$ cat src/rtl/ps2_device_if_if.sv
// Byte-level handshake between the PS/2 device link controller (slave) and its user logic (master).
interface ps2_device_if_if;
    logic [7:0] tx_data;
    logic       tx_valid;
    logic       tx_ready;
    logic       tx_done;
    logic       tx_abort;
    logic [7:0] rx_data;
    logic       rx_valid;
    logic       rx_perr;
    logic       rx_ferr;

    modport master (
        output tx_data, tx_valid,
        input  tx_ready, tx_done, tx_abort, rx_data, rx_valid, rx_perr, rx_ferr
    );
    modport slave (
        input  tx_data, tx_valid,
        output tx_ready, tx_done, tx_abort, rx_data, rx_valid, rx_perr, rx_ferr
    );
endinterface

$ cat src/rtl/ps2_device_if.sv
// PS/2 device-side link controller: drives ps2_clk, sends 11-bit frames, receives host commands with ack.
// Define PS2_DEV_TXFIFO_EN for a 4-entry TX FIFO instead of the single pending-byte register.
//
//  state       | meaning
//  S_IDLE      | bus idle, lines released, watching for RTS or pending byte
//  S_TX_HI     | TX clk released, data bit set up after SetupTc
//  S_TX_LO     | TX clk pulled low
//  S_WAIT_REL  | host inhibit seen, waiting for clk release
//  S_RX_WAIT   | host RTS, start bit held by host
//  S_RX_LO     | RX clk pulled low
//  S_RX_HI     | RX clk released, dat sampled mid-phase
//  S_RX_ACK_LO | clock pulse 11 low (ack driven if stop was 1)
//  S_RX_ACK_HI | clock pulse 11 high, dat released
module ps2_device_if #(
    parameter real FCLK_HZ   = 50.0e6,
    parameter real T_HALF_S  = 40.0e-6,
    parameter real T_IDLE_S  = 50.0e-6,
    parameter real T_SETUP_S = 5.0e-6
) (
    input  logic           clk,
    input  logic           rst_n,
    ps2_device_if_if.slave bus,
    input  logic           i_ps2_clk,
    input  logic           i_ps2_dat,
    output logic           o_ps2_clk_od,
    output logic           o_ps2_dat_od
);
    // The small bias keeps an exact product from rounding up a whole count.
    localparam int HALF_I  = $rtoi($ceil(FCLK_HZ * T_HALF_S  - 1.0e-6)) - 1;
    localparam int IDLE_I  = $rtoi($ceil(FCLK_HZ * T_IDLE_S  - 1.0e-6)) - 1;
    localparam int SETUP_I = $rtoi($ceil(FCLK_HZ * T_SETUP_S - 1.0e-6)) - 1;
    localparam int MAX_I   = (HALF_I > IDLE_I) ? HALF_I : IDLE_I;
    localparam int MID_I   = HALF_I / 2;
    localparam int TW      = $clog2(MAX_I + 2);

    localparam logic [TW-1:0] HALF_TC  = HALF_I[TW-1:0];
    localparam logic [TW-1:0] IDLE_TC  = IDLE_I[TW-1:0];
    localparam logic [TW-1:0] SETUP_TC = SETUP_I[TW-1:0];
    localparam logic [TW-1:0] MID_TC   = MID_I[TW-1:0];

    typedef enum logic [3:0] {
        S_IDLE, S_TX_HI, S_TX_LO, S_WAIT_REL, S_RX_WAIT,
        S_RX_LO, S_RX_HI, S_RX_ACK_LO, S_RX_ACK_HI
    } state_t;

    state_t        r_state, w_nxt;
    logic          r_clk_s1, r_clk_s2, r_dat_s1, r_dat_s2;
    logic [TW-1:0] r_tmr;
    logic [3:0]    r_bitcnt;
    logic [7:0]    r_shift;
    logic          r_par;
    logic          r_stop;
    logic          r_clk_od, r_dat_od;
    logic          r_tx_done, r_tx_abort;
    logic [7:0]    r_rx_data;
    logic          r_rx_valid, r_rx_perr, r_rx_ferr;

    logic          w_clk, w_dat, w_mid, w_end, w_chg;
    logic          w_tx_done, w_tx_abort, w_tx_bit;
    logic          w_pend, w_ready;
    logic [7:0]    w_head;

    assign w_clk = r_clk_s2;
    assign w_dat = r_dat_s2;
    assign w_mid = (r_tmr == MID_TC);
    assign w_end = (r_tmr == HALF_TC);
    assign w_chg = (w_nxt != r_state);

    always_ff @(posedge clk or negedge rst_n) begin
        if (!rst_n) begin
            r_clk_s1 <= 1'b1;
            r_clk_s2 <= 1'b1;
            r_dat_s1 <= 1'b1;
            r_dat_s2 <= 1'b1;
        end else begin
            r_clk_s1 <= i_ps2_clk;
            r_clk_s2 <= r_clk_s1;
            r_dat_s1 <= i_ps2_dat;
            r_dat_s2 <= r_dat_s1;
        end
    end

`ifdef PS2_DEV_TXFIFO_EN
    logic [7:0] r_fifo [4];
    logic [1:0] r_wp, r_rp;
    logic [2:0] r_cnt;
    logic       w_full, w_push;

    assign w_full  = r_cnt[2];
    assign w_ready = !w_full || w_tx_done;
    assign w_push  = bus.tx_valid && w_ready;
    assign w_pend  = (r_cnt != 3'd0);
    assign w_head  = r_fifo[r_rp];

    always_ff @(posedge clk) begin
        if (w_push) r_fifo[r_wp] <= bus.tx_data;
    end

    always_ff @(posedge clk or negedge rst_n) begin
        if (!rst_n) begin
            r_wp  <= 2'd0;
            r_rp  <= 2'd0;
            r_cnt <= 3'd0;
        end else begin
            if (w_push)    r_wp <= r_wp + 2'd1;
            if (w_tx_done) r_rp <= r_rp + 2'd1;
            r_cnt <= r_cnt + {2'b00, w_push} - {2'b00, w_tx_done};
        end
    end
`else
    logic       r_pend;
    logic [7:0] r_pend_data;

    assign w_ready = !r_pend;
    assign w_pend  = r_pend;
    assign w_head  = r_pend_data;

    always_ff @(posedge clk or negedge rst_n) begin
        if (!rst_n) begin
            r_pend      <= 1'b0;
            r_pend_data <= 8'h00;
        end else if (w_tx_done) begin
            r_pend <= 1'b0;
        end else if (bus.tx_valid && !r_pend) begin
            r_pend      <= 1'b1;
            r_pend_data <= bus.tx_data;
        end
    end
`endif

    always_ff @(posedge clk or negedge rst_n) begin
        if (!rst_n) r_state <= S_IDLE;
        else        r_state <= w_nxt;
    end

    always_comb begin
        w_nxt      = r_state;
        w_tx_done  = 1'b0;
        w_tx_abort = 1'b0;
        case (r_state)
            S_IDLE: begin
                if (w_clk && !w_dat)               w_nxt = S_RX_WAIT;
                else if (w_pend && r_tmr == IDLE_TC) w_nxt = S_TX_HI;
            end
            S_TX_HI: begin
                if (w_mid && !w_clk) begin
                    w_nxt      = S_WAIT_REL;
                    w_tx_abort = 1'b1;
                end else if (w_end) begin
                    w_nxt = S_TX_LO;
                end
            end
            S_TX_LO: begin
                if (w_end) begin
                    if (r_bitcnt == 4'd10) begin
                        w_nxt     = S_IDLE;
                        w_tx_done = 1'b1;
                    end else begin
                        w_nxt = S_TX_HI;
                    end
                end
            end
            S_WAIT_REL:  if (w_clk) w_nxt = S_IDLE;
            S_RX_WAIT:   if (w_end) w_nxt = S_RX_LO;
            S_RX_LO:     if (w_end) w_nxt = S_RX_HI;
            S_RX_HI: begin
                if (w_mid && !w_clk) w_nxt = S_WAIT_REL;
                else if (w_end)      w_nxt = (r_bitcnt == 4'd9) ? S_RX_ACK_LO : S_RX_LO;
            end
            S_RX_ACK_LO: if (w_end) w_nxt = S_RX_ACK_HI;
            S_RX_ACK_HI: if (w_end) w_nxt = S_IDLE;
            default:     w_nxt = S_IDLE;
        endcase
    end

    always_comb begin
        w_tx_bit = 1'b1;
        if (r_bitcnt == 4'd0)      w_tx_bit = 1'b0;
        else if (r_bitcnt <= 4'd8) w_tx_bit = r_shift[0];
        else if (r_bitcnt == 4'd9) w_tx_bit = r_par;
    end

    always_ff @(posedge clk or negedge rst_n) begin
        if (!rst_n) begin
            r_tmr      <= '0;
            r_bitcnt   <= 4'd0;
            r_shift    <= 8'h00;
            r_par      <= 1'b1;
            r_stop     <= 1'b0;
            r_clk_od   <= 1'b1;
            r_dat_od   <= 1'b1;
            r_tx_done  <= 1'b0;
            r_tx_abort <= 1'b0;
            r_rx_data  <= 8'h00;
            r_rx_valid <= 1'b0;
            r_rx_perr  <= 1'b0;
            r_rx_ferr  <= 1'b0;
        end else begin
            r_tx_done  <= w_tx_done;
            r_tx_abort <= w_tx_abort;
            r_rx_valid <= 1'b0;
            r_rx_perr  <= 1'b0;
            r_rx_ferr  <= 1'b0;
            r_clk_od   <= !(w_nxt == S_TX_LO || w_nxt == S_RX_LO || w_nxt == S_RX_ACK_LO);

            // In IDLE the timer doubles as the bus-idle counter and saturates.
            if (w_chg)                    r_tmr <= '0;
            else if (r_state != S_IDLE)   r_tmr <= r_tmr + 1'b1;
            else if (!(w_clk && w_dat))   r_tmr <= '0;
            else if (r_tmr != IDLE_TC)    r_tmr <= r_tmr + 1'b1;

            case (r_state)
                S_IDLE: begin
                    r_bitcnt <= 4'd0;
                    r_par    <= 1'b1;
                    r_shift  <= w_head;
                    r_dat_od <= 1'b1;
                end
                S_TX_HI: begin
                    if (w_tx_abort)             r_dat_od <= 1'b1;
                    else if (r_tmr == SETUP_TC) r_dat_od <= w_tx_bit;
                end
                S_TX_LO: begin
                    if (w_end) begin
                        if (r_bitcnt == 4'd10) r_dat_od <= 1'b1;
                        if (r_bitcnt >= 4'd1 && r_bitcnt <= 4'd8) begin
                            r_shift <= {1'b0, r_shift[7:1]};
                            r_par   <= r_par ^ r_shift[0];
                        end
                        r_bitcnt <= r_bitcnt + 4'd1;
                    end
                end
                S_WAIT_REL: r_dat_od <= 1'b1;
                S_RX_HI: begin
                    if (w_mid) begin
                        if (!w_clk) begin
                            r_dat_od <= 1'b1;
                        end else if (r_bitcnt <= 4'd7) begin
                            r_shift <= {w_dat, r_shift[7:1]};
                            r_par   <= r_par ^ w_dat;
                        end else if (r_bitcnt == 4'd8) begin
                            r_par <= r_par ^ w_dat;
                        end else begin
                            r_stop   <= w_dat;
                            r_dat_od <= !w_dat;
                        end
                    end else if (w_end) begin
                        r_bitcnt <= r_bitcnt + 4'd1;
                    end
                end
                S_RX_ACK_LO: if (w_end) r_dat_od <= 1'b1;
                S_RX_ACK_HI: begin
                    if (w_end) begin
                        if (r_stop) begin
                            r_rx_data  <= r_shift;
                            r_rx_valid <= 1'b1;
                            r_rx_perr  <= r_par;
                        end else begin
                            r_rx_ferr <= 1'b1;
                        end
                    end
                end
                default: ;
            endcase
        end
    end

    assign o_ps2_clk_od = r_clk_od;
    assign o_ps2_dat_od = r_dat_od;
    assign bus.tx_ready = w_ready;
    assign bus.tx_done  = r_tx_done;
    assign bus.tx_abort = r_tx_abort;
    assign bus.rx_data  = r_rx_data;
    assign bus.rx_valid = r_rx_valid;
    assign bus.rx_perr  = r_rx_perr;
    assign bus.rx_ferr  = r_rx_ferr;
endmodule
$ cat src/flat_wrapper.sv
// flat-port wrapper written by rule: the top's interface ports become plain ports
module ps2_device_if_flat 
#(
    parameter real FCLK_HZ   = 50.0e6,
    parameter real T_HALF_S  = 40.0e-6,
    parameter real T_IDLE_S  = 50.0e-6,
    parameter real T_SETUP_S = 5.0e-6
)
  (clk, rst_n, i_ps2_clk, i_ps2_dat, o_ps2_clk_od, o_ps2_dat_od, bus_tx_data, bus_tx_valid, bus_tx_ready, bus_tx_done, bus_tx_abort, bus_rx_data, bus_rx_valid, bus_rx_perr, bus_rx_ferr);
  ps2_device_if_if bus_i ();
  input  logic clk;
  input  logic rst_n;
  input  logic i_ps2_clk;
  input  logic i_ps2_dat;
  output logic o_ps2_clk_od;
  output logic o_ps2_dat_od;
  input wire logic [$bits(bus_i.tx_data)-1:0] bus_tx_data;
  input wire logic [$bits(bus_i.tx_valid)-1:0] bus_tx_valid;
  output wire logic [$bits(bus_i.tx_ready)-1:0] bus_tx_ready;
  output wire logic [$bits(bus_i.tx_done)-1:0] bus_tx_done;
  output wire logic [$bits(bus_i.tx_abort)-1:0] bus_tx_abort;
  output wire logic [$bits(bus_i.rx_data)-1:0] bus_rx_data;
  output wire logic [$bits(bus_i.rx_valid)-1:0] bus_rx_valid;
  output wire logic [$bits(bus_i.rx_perr)-1:0] bus_rx_perr;
  output wire logic [$bits(bus_i.rx_ferr)-1:0] bus_rx_ferr;
  assign bus_i.tx_data = bus_tx_data;
  assign bus_i.tx_valid = bus_tx_valid;
  assign bus_tx_ready = bus_i.tx_ready;
  assign bus_tx_done = bus_i.tx_done;
  assign bus_tx_abort = bus_i.tx_abort;
  assign bus_rx_data = bus_i.rx_data;
  assign bus_rx_valid = bus_i.rx_valid;
  assign bus_rx_perr = bus_i.rx_perr;
  assign bus_rx_ferr = bus_i.rx_ferr;
  ps2_device_if #(.FCLK_HZ(FCLK_HZ), .T_HALF_S(T_HALF_S), .T_IDLE_S(T_IDLE_S), .T_SETUP_S(T_SETUP_S)) u_core (.clk(clk), .rst_n(rst_n), .bus(bus_i), .i_ps2_clk(i_ps2_clk), .i_ps2_dat(i_ps2_dat), .o_ps2_clk_od(o_ps2_clk_od), .o_ps2_dat_od(o_ps2_dat_od));
endmodule
$ cat config.mk
export PLATFORM = sky130hd
export DESIGN_NAME = ps2_device_if_flat
export DESIGN_NICKNAME = d
export VERILOG_FILES = /design/src/rtl/ps2_device_if_if.sv /design/src/rtl/ps2_device_if.sv /design/src/flat_wrapper.sv
export SDC_FILE = /design/constraint.sdc
export NUM_CORES = 1
export LEC_CHECK = 0
export CELL_PAD_IN_SITES_DETAIL_PLACEMENT = 1
export CELL_PAD_IN_SITES_GLOBAL_PLACEMENT = 1
export CORE_UTILIZATION = 42
export CTS_BUF_LIST = sky130_fd_sc_hd__clkbuf_4 sky130_fd_sc_hd__clkbuf_8
export DETAILED_ROUTE_END_ITERATION = 6
export PLACE_DENSITY_LB_ADDON = 0.1
export SYNTH_ARGS = -nofsm -noshare
export SYNTH_HDL_FRONTEND = slang
export SYNTH_SLANG_ARGS = --single-unit
$ cat constraint.sdc
create_clock -name clk -period 2.8 [get_ports clk]
set_clock_uncertainty 0.2 [all_clocks]
set_input_delay 0.56 -clock clk [delete_from_list [all_inputs] [get_ports clk]]
set_output_delay 0.56 -clock clk [all_outputs]
set_load 0.02 [all_outputs]
==> results of run 1 <==
==> worst register-to-register path, stage by stage (launching register included) <==
cell,delay [ns]
dfrtp_1,0.40
or4b_4,0.57
or4b_4,0.54
or2_4,0.27
and3_4,0.21
mux2i_4,0.19
buf_12,0.17
nor3_1,0.18
==> per-stage QoR <==
stage               std cells  hold slack, ns
floorplan                 304          0.0644
global placement          453           0.147
global route              471          0.0239
finish                    471        -0.00340
detailed placement        453           0.147
CTS                       469          0.0120
==> power groups by stage <==
stage	clock network (mW)	registers [mW]	logic, mW
6_report	0.712	1.03	0.444
3_3_place_gp	0	1.04	0.401
2_1_floorplan	0	1.03	0.248
3_5_place_dp	0	1.04	0.414
4_1_cts	0.730	1.03	0.433
5_1_grt	0.782	1.04	0.492
==> cell usage after synthesis (3+ instances only) <==
cell and count:
nor4bb_1 3, buf_6 3, nor4_1 4, nor2_1 25, dfrtp_1 51, mux2_2 23
nor4b_1 4, nand3_1 10, o21ai_0 9, xor2_1 3, nand2b_1 3, ha_1 6
dfstp_2 7, inv_1 14, xnor2_1 8, nand2_1 34, or4_1 3, nor3_1 16
buf_4 3, a21oi_1 8, clkbuf_1 7, mux2i_1 6
==> layer usage <==
| metal | GRT usage | part of all wire |
|---|---|---|
| met5 | 0 | 0 |
| met4 | 0.0792 | 0.020 |
| met3 | 0.0625 | 0.035 |
| met2 | 0.373 | 0.47 |
| met1 | 0.317 | 0.47 |
==> final cells by class <==
type | instances | area [um^2]
fillers | 798 | 3180
clock inverters | 6 | 41.3
repair buffers | 67 | 618
clock buffers | 10 | 138
multi-input cells | 217 | 1640
well taps | 99 | 124
flip-flops and latches | 58 | 1460
inverters | 14 | 52.6
==> final timing paths <==
| kind | start | end | slack (ns) |
|---|---|---|---|
| hold reg to reg | u_core.r_clk_s1$_DFF_PN1_ | u_core.r_clk_s2$_DFF_PN1_ | 0.14 |
| max in group asynchronous | rst_n | u_core.r_dat_s2$_DFF_PN1_ | 2.08 |
| hold / removal | rst_n | u_core.r_state[3]$_DFF_PN0_ | -0.003 |
| setup reg to reg | u_core.r_tmr[10]$_DFFE_PN0P_ | u_core.r_tmr[10]$_DFFE_PN0P_ | 0.006 |
| setup / recovery | u_core.r_tmr[10]$_DFFE_PN0P_ | u_core.r_tmr[10]$_DFFE_PN0P_ | 0.006 |
| min in group clk | u_core.r_clk_s1$_DFF_PN1_ | u_core.r_clk_s2$_DFF_PN1_ | 0.14 |
==> sequential cells by signal, summed over array words and instances, names as in the netlist, 4 cells and up <==
signal              count
u_core.bus.rx_data      8
u_core.r_pend_data      8
u_core.r_tmr           12
u_core.r_shift          8
u_core.r_state          4
u_core.r_bitcnt         4
==> what timing repair did <==
item,in CTS,in global routing
pin swaps,0,2
resized for setup,6,8
buffers inserted,0,3
endpoints found under the setup margin,10,20
==> kinds of logic after synthesis <==
group / after synthesis / share of synthesized area
buffers and inverters: 29 / 0.0467
xor gates and xnor gates: 11 / 0.0304
DFF: 58 / 0.461
muxes: 30 / 0.108
adders and majority gates: 6 / 0.0237
and+or+nand+nor: 124 / 0.212
AOI/OAI and AO/OA: 46 / 0.118
==> impl_metrics.json, run 1 <==
{
  "drt-wirelength-per-cell_um": 17.7,
  "syn_inst": 304,
  "seq_area_frac_synth": 0.461,
  "p_int_mw": 1.53,
  "period_needed_ns": 2.79,
  "synth_flop_cell": "dfrtp_1",
  "ios": 29,
  "drcViolationCount": 0,
  "timing.fmax_mhz": 358,
  "dieWidth_um": 88.8,
  "violations": "hold timing",
  "areaGrowthSynthToFinish_pct": 28.7,
  "dr_total_vias": 2605,
  "hold_ws_ns": -0.00340,
  "grt_pass1_wl_um": 13700,
  "clock-sinks": 58,
  "fin_setup_tns_ns": 0,
  "grt_start_max_net_pins": 59,
  "peakVddDrop_v": 0.000304,
  "overflow": 0,
  "worst_pin_slew_ns": 0.784,
  "drtPass1Iterations": 4,
  "grt_pass1_vias": 2674,
  "die_area_um2": 7890,
  "gp_congestion": 0.806,
  "crit_top_cell": "or4b_4",
  "async_flop_share": 1.00,
  "critPathRequiredTime_ns": 2.86,
  "dpl_cell_area_um2": 3800,
  "synth_area_leaders": "dfrtp_1 (40%), mux2_2 (8.2%), dfstp_2 (5.8%)",
  "finalWorstSetupSlack_ns": 0.00618,
  "yosysWarnings": 0,
  "power_frac_comb": 0.203,
  "final_common_cell": "dfrtp_1",
  "hold_class": "input pin to async pin",
  "fin_crit_sh": 0.998,
  "ys_ff_latch": 58,
  "p_leak_nw": 1.80,
  "max_cap_viol_count": 0,
  "hold_viol": 5,
  "row_count": 31,
  "path_buf_inv": 1,
  "pwr-share-clk": 0.326,
  "mostFrequentLayoutCells": "dfrtp_1 (51), buf_4 (35), nand2_1 (34)",
  "syn_area_um2": 3160,
  "switching_power_mw": 0.662,
  "ant_nets": 0,
  "antenna_found_initial": 0,
  "drt_iter0_markers": 127,
  "slew-limit-headroom": 0.470,
  "start_util": 0.436,
  "io_buffers": 28,
  "worstSetupStartpointType": "flop",
  "syn_nets": 323,
  "ys_types": 66,
  "cts_buffer_depth": 2,
  "path_delay_family": "simple AND/OR/NAND/NOR gates",
  "finalSetupViolations": 0,
  "hold_buffers": 0,
  "sw_frac_of_total": 0.303,
  "rsz0062_at_grt": "yes",
  "cts_buffers": 9,
  "worstSetupPathDepth": 7,
  "avgSynthCellArea_um2": 10.4,
  "nets": 386,
  "clk_pin_slew_ns": 0.08,
  "worstPathCellList": "or4b_4 -> or4b_4 -> or2_4 -> and3_4 -> mux2i_4 -> buf_12 -> nor3_1",
  "htreeDepth": 3,
  "end_kind": "flop",
  "synth_edf_count": 0,
  "ff2ff_path_depth": 7,
  "dp_hpwl_um": 6030,
  "grt_use_total": 0.237,
  "coreArea_um2": 7250,
  "yosysTopAreaCell": "dfrtp_1",
  "clockRootBuffer": "clkbuf_8",
  "final_util": 0.562,
  "cpMaxStageDelayCell": "or4b_4",
  "final_max_slew_viol_count": 0,
  "synth_top_area_share": 0.403,
  "wl_um": 8330,
  "clk_latency_ns": 0.35,
  "path_max_fanout": 10,
  "p_per_area_nw_per_um2": 537,
  "dieHeight_um": 88.8,
  "crit_type": "flop to flop",
  "fin_area_um2": 4070,
  "preCtsSetupSlack_ns": -0.0335,
  "tritoncts": "yes",
  "n_antenna_cell": 0,
  "p_total_mw": 2.19,
  "cpPeakStageDelay_ns": 0.57,
  "seqPwrFrac": 0.471,
  "status": "finished, violations left",
  "viasPerCell": 5.53,
  "drive_gt1_frac": 0.309,
  "worstPathArrival_ns": 2.85
}
Power figures use the tool's default switching activity.
==> inputs of run 2 (changes only) <==
- CORE_ASPECT_RATIO: unset -> 0.8
- REMOVE_ABC_BUFFERS: unset -> 1
==> impl_metrics.json, run 2 (same netlist as run 1, synthesis figures left out) <==
{
  "status": "complete, no violations",
  "multiInputGateArea_um2": 1680,
  "final_common_cell": "dfrtp_1",
  "period_needed_ns": 2.72,
  "htreeDepth": 3,
  "peakVddDrop_v": 0.000284,
  "clk_pin_slew_ns": 0.07,
  "grtUsageMet3": 0.0525,
  "ff2ff_setup_slack_ns": 0.08,
  "areaGrowthSynthToFinish_pct": 29.3,
  "grt_pass1_wl_um": 14000,
  "timing.fmax_mhz": 368,
  "drtPass1Iterations": 4,
  "top_usage_layer": "met2",
  "fin_crit_sh": 0.972,
  "max_cap_viol_count": 0,
  "crit_type": "flop to flop",
  "seqCellArea_um2": 1460,
  "drt-wirelength-per-cell_um": 18.3,
  "worstSetupStartpointType": "flop",
  "met1_usage": 0.335,
  "nets": 387,
  "top_register": "u_core.r_tmr",
  "overflow": 0,
  "preCtsSetupSlack_ns": 0.0252,
  "coreArea_um2": 7090,
  "io_buffers": 28,
  "row_count": 27,
  "drive_gt1_frac": 0.319,
  "clockRootBuffer": "clkbuf_8",
  "end_kind": "flop",
  "finalSetupViolations": 0,
  "postCtsSetupBuffers": 0,
  "p_per_area_nw_per_um2": 552,
  "dieWidth_um": 99.0,
  "largest_reg_flops": 12,
  "ant_nets": 0,
  "gp_congestion": 0.808,
  "p_total_mw": 2.26,
  "n_antenna_cell": 0,
  "cts_buffer_depth": 2,
  "fill_cells": 799,
  "final_util": 0.577,
  "dieHeight_um": 79.6,
  "grt_pass1_vias": 2674,
  "ios": 29,
  "reg2reg_from": "u_core.r_tmr[10]$_DFFE_PN0P_",
  "antenna_found_initial": 0,
  "grtUsageMet2": 0.356,
  "drcViolationCount": 0,
  "wl_um": 8400,
  "final_cells": 460,
  "die_area_um2": 7890,
  "dr_total_vias": 2623,
  "worstPathArrival_ns": 2.78,
  "finalWorstSetupSlack_ns": 0.0794,
  "grt_use_total": 0.235,
  "path_max_fanout": 10,
  "tritoncts": "yes",
  "worst_pin_slew_ns": 0.618,
  "dp_hpwl_um": 6180,
  "dpl.cell_count": 444,
  "cts_buffers": 9,
  "slew-limit-headroom": 0.588,
  "viasPerCell": 5.70,
  "p_leak_nw": 1.82,
  "drt_iter0_markers": 182,
  "mostFrequentLayoutCells": "dfrtp_1 (51), buf_4 (38), nand2_1 (33)",
  "hold_buffers": 0,
  "cts.repair.resized": 0,
  "start_util": 0.446,
  "grt_start_max_net_pins": 29,
  "hold_class": "input pin to async pin",
  "clock-sinks": 58,
  "critPathRequiredTime_ns": 2.86,
  "clk_latency_ns": 0.34,
  "crit_start": "u_core.r_tmr[10]$_DFFE_PN0P_",
  "hold_viol": 0,
  "final_max_slew_viol_count": 0
}
## run 2: final timing paths
path                       cells after the start                                end
hold reg to reg                                0          u_core.r_dat_s2$_DFF_PN1_
setup reg to reg                               7        u_core.r_tmr[5]$_DFFE_PN0P_
min in group clk                               0          u_core.r_dat_s2$_DFF_PN1_
setup / recovery                               7        u_core.r_tmr[5]$_DFFE_PN0P_
hold / removal                                 1  u_core.bus.rx_data[5]$_DFFE_PN0P_
max in group asynchronous                      2      u_core.o_ps2_clk_od$_DFF_PN1_
## run 2: layout make-up
cell class                      count  area share
Clock buffer                       11      0.0355
Clock inverter                      5      0.0135
Inverter                           14      0.0128
Multi-Input combinational cell    217       0.410
Sequential cell                    58       0.357
Tap cell                           87      0.0266
Timing Repair Buffer               68       0.145
## run 2: metal layers
layer	share of wire	wire, um	up-vias
met4	0.015	124	0
met1	0.50	4160	1314
met2	0.44	3730	71
li1	-	-	1226
met5	0	0	-
met3	0.046	383	12
## run 2: worst max-delay path, cell delays in order (launching register included)
cell and delay, ns:
dfrtp_1 0.39, or4b_4 0.56, or4b_4 0.50, or2_4 0.27
and3_4 0.21, mux2i_4 0.19, buf_12 0.17, nor3_2 0.17
## run 2: power by group
group          internal (mW)  switching [mW]
clock network          0.442           0.346
registers              0.953          0.0810
logic                  0.224           0.212
## run 2: through the flow
stage / setup TNS [ns] / hold slack (ns) / cell area (um^2)
global placement: 0 / 0.146 / 3770
detailed placement: 0 / 0.148 / 3770
CTS: 0 / 0.0402 / 3970
floorplan: -1.06 / 0.0644 / 3070
finish: 0 / 0.0218 / 4090
global route: -0.00539 / 0.0773 / 4090
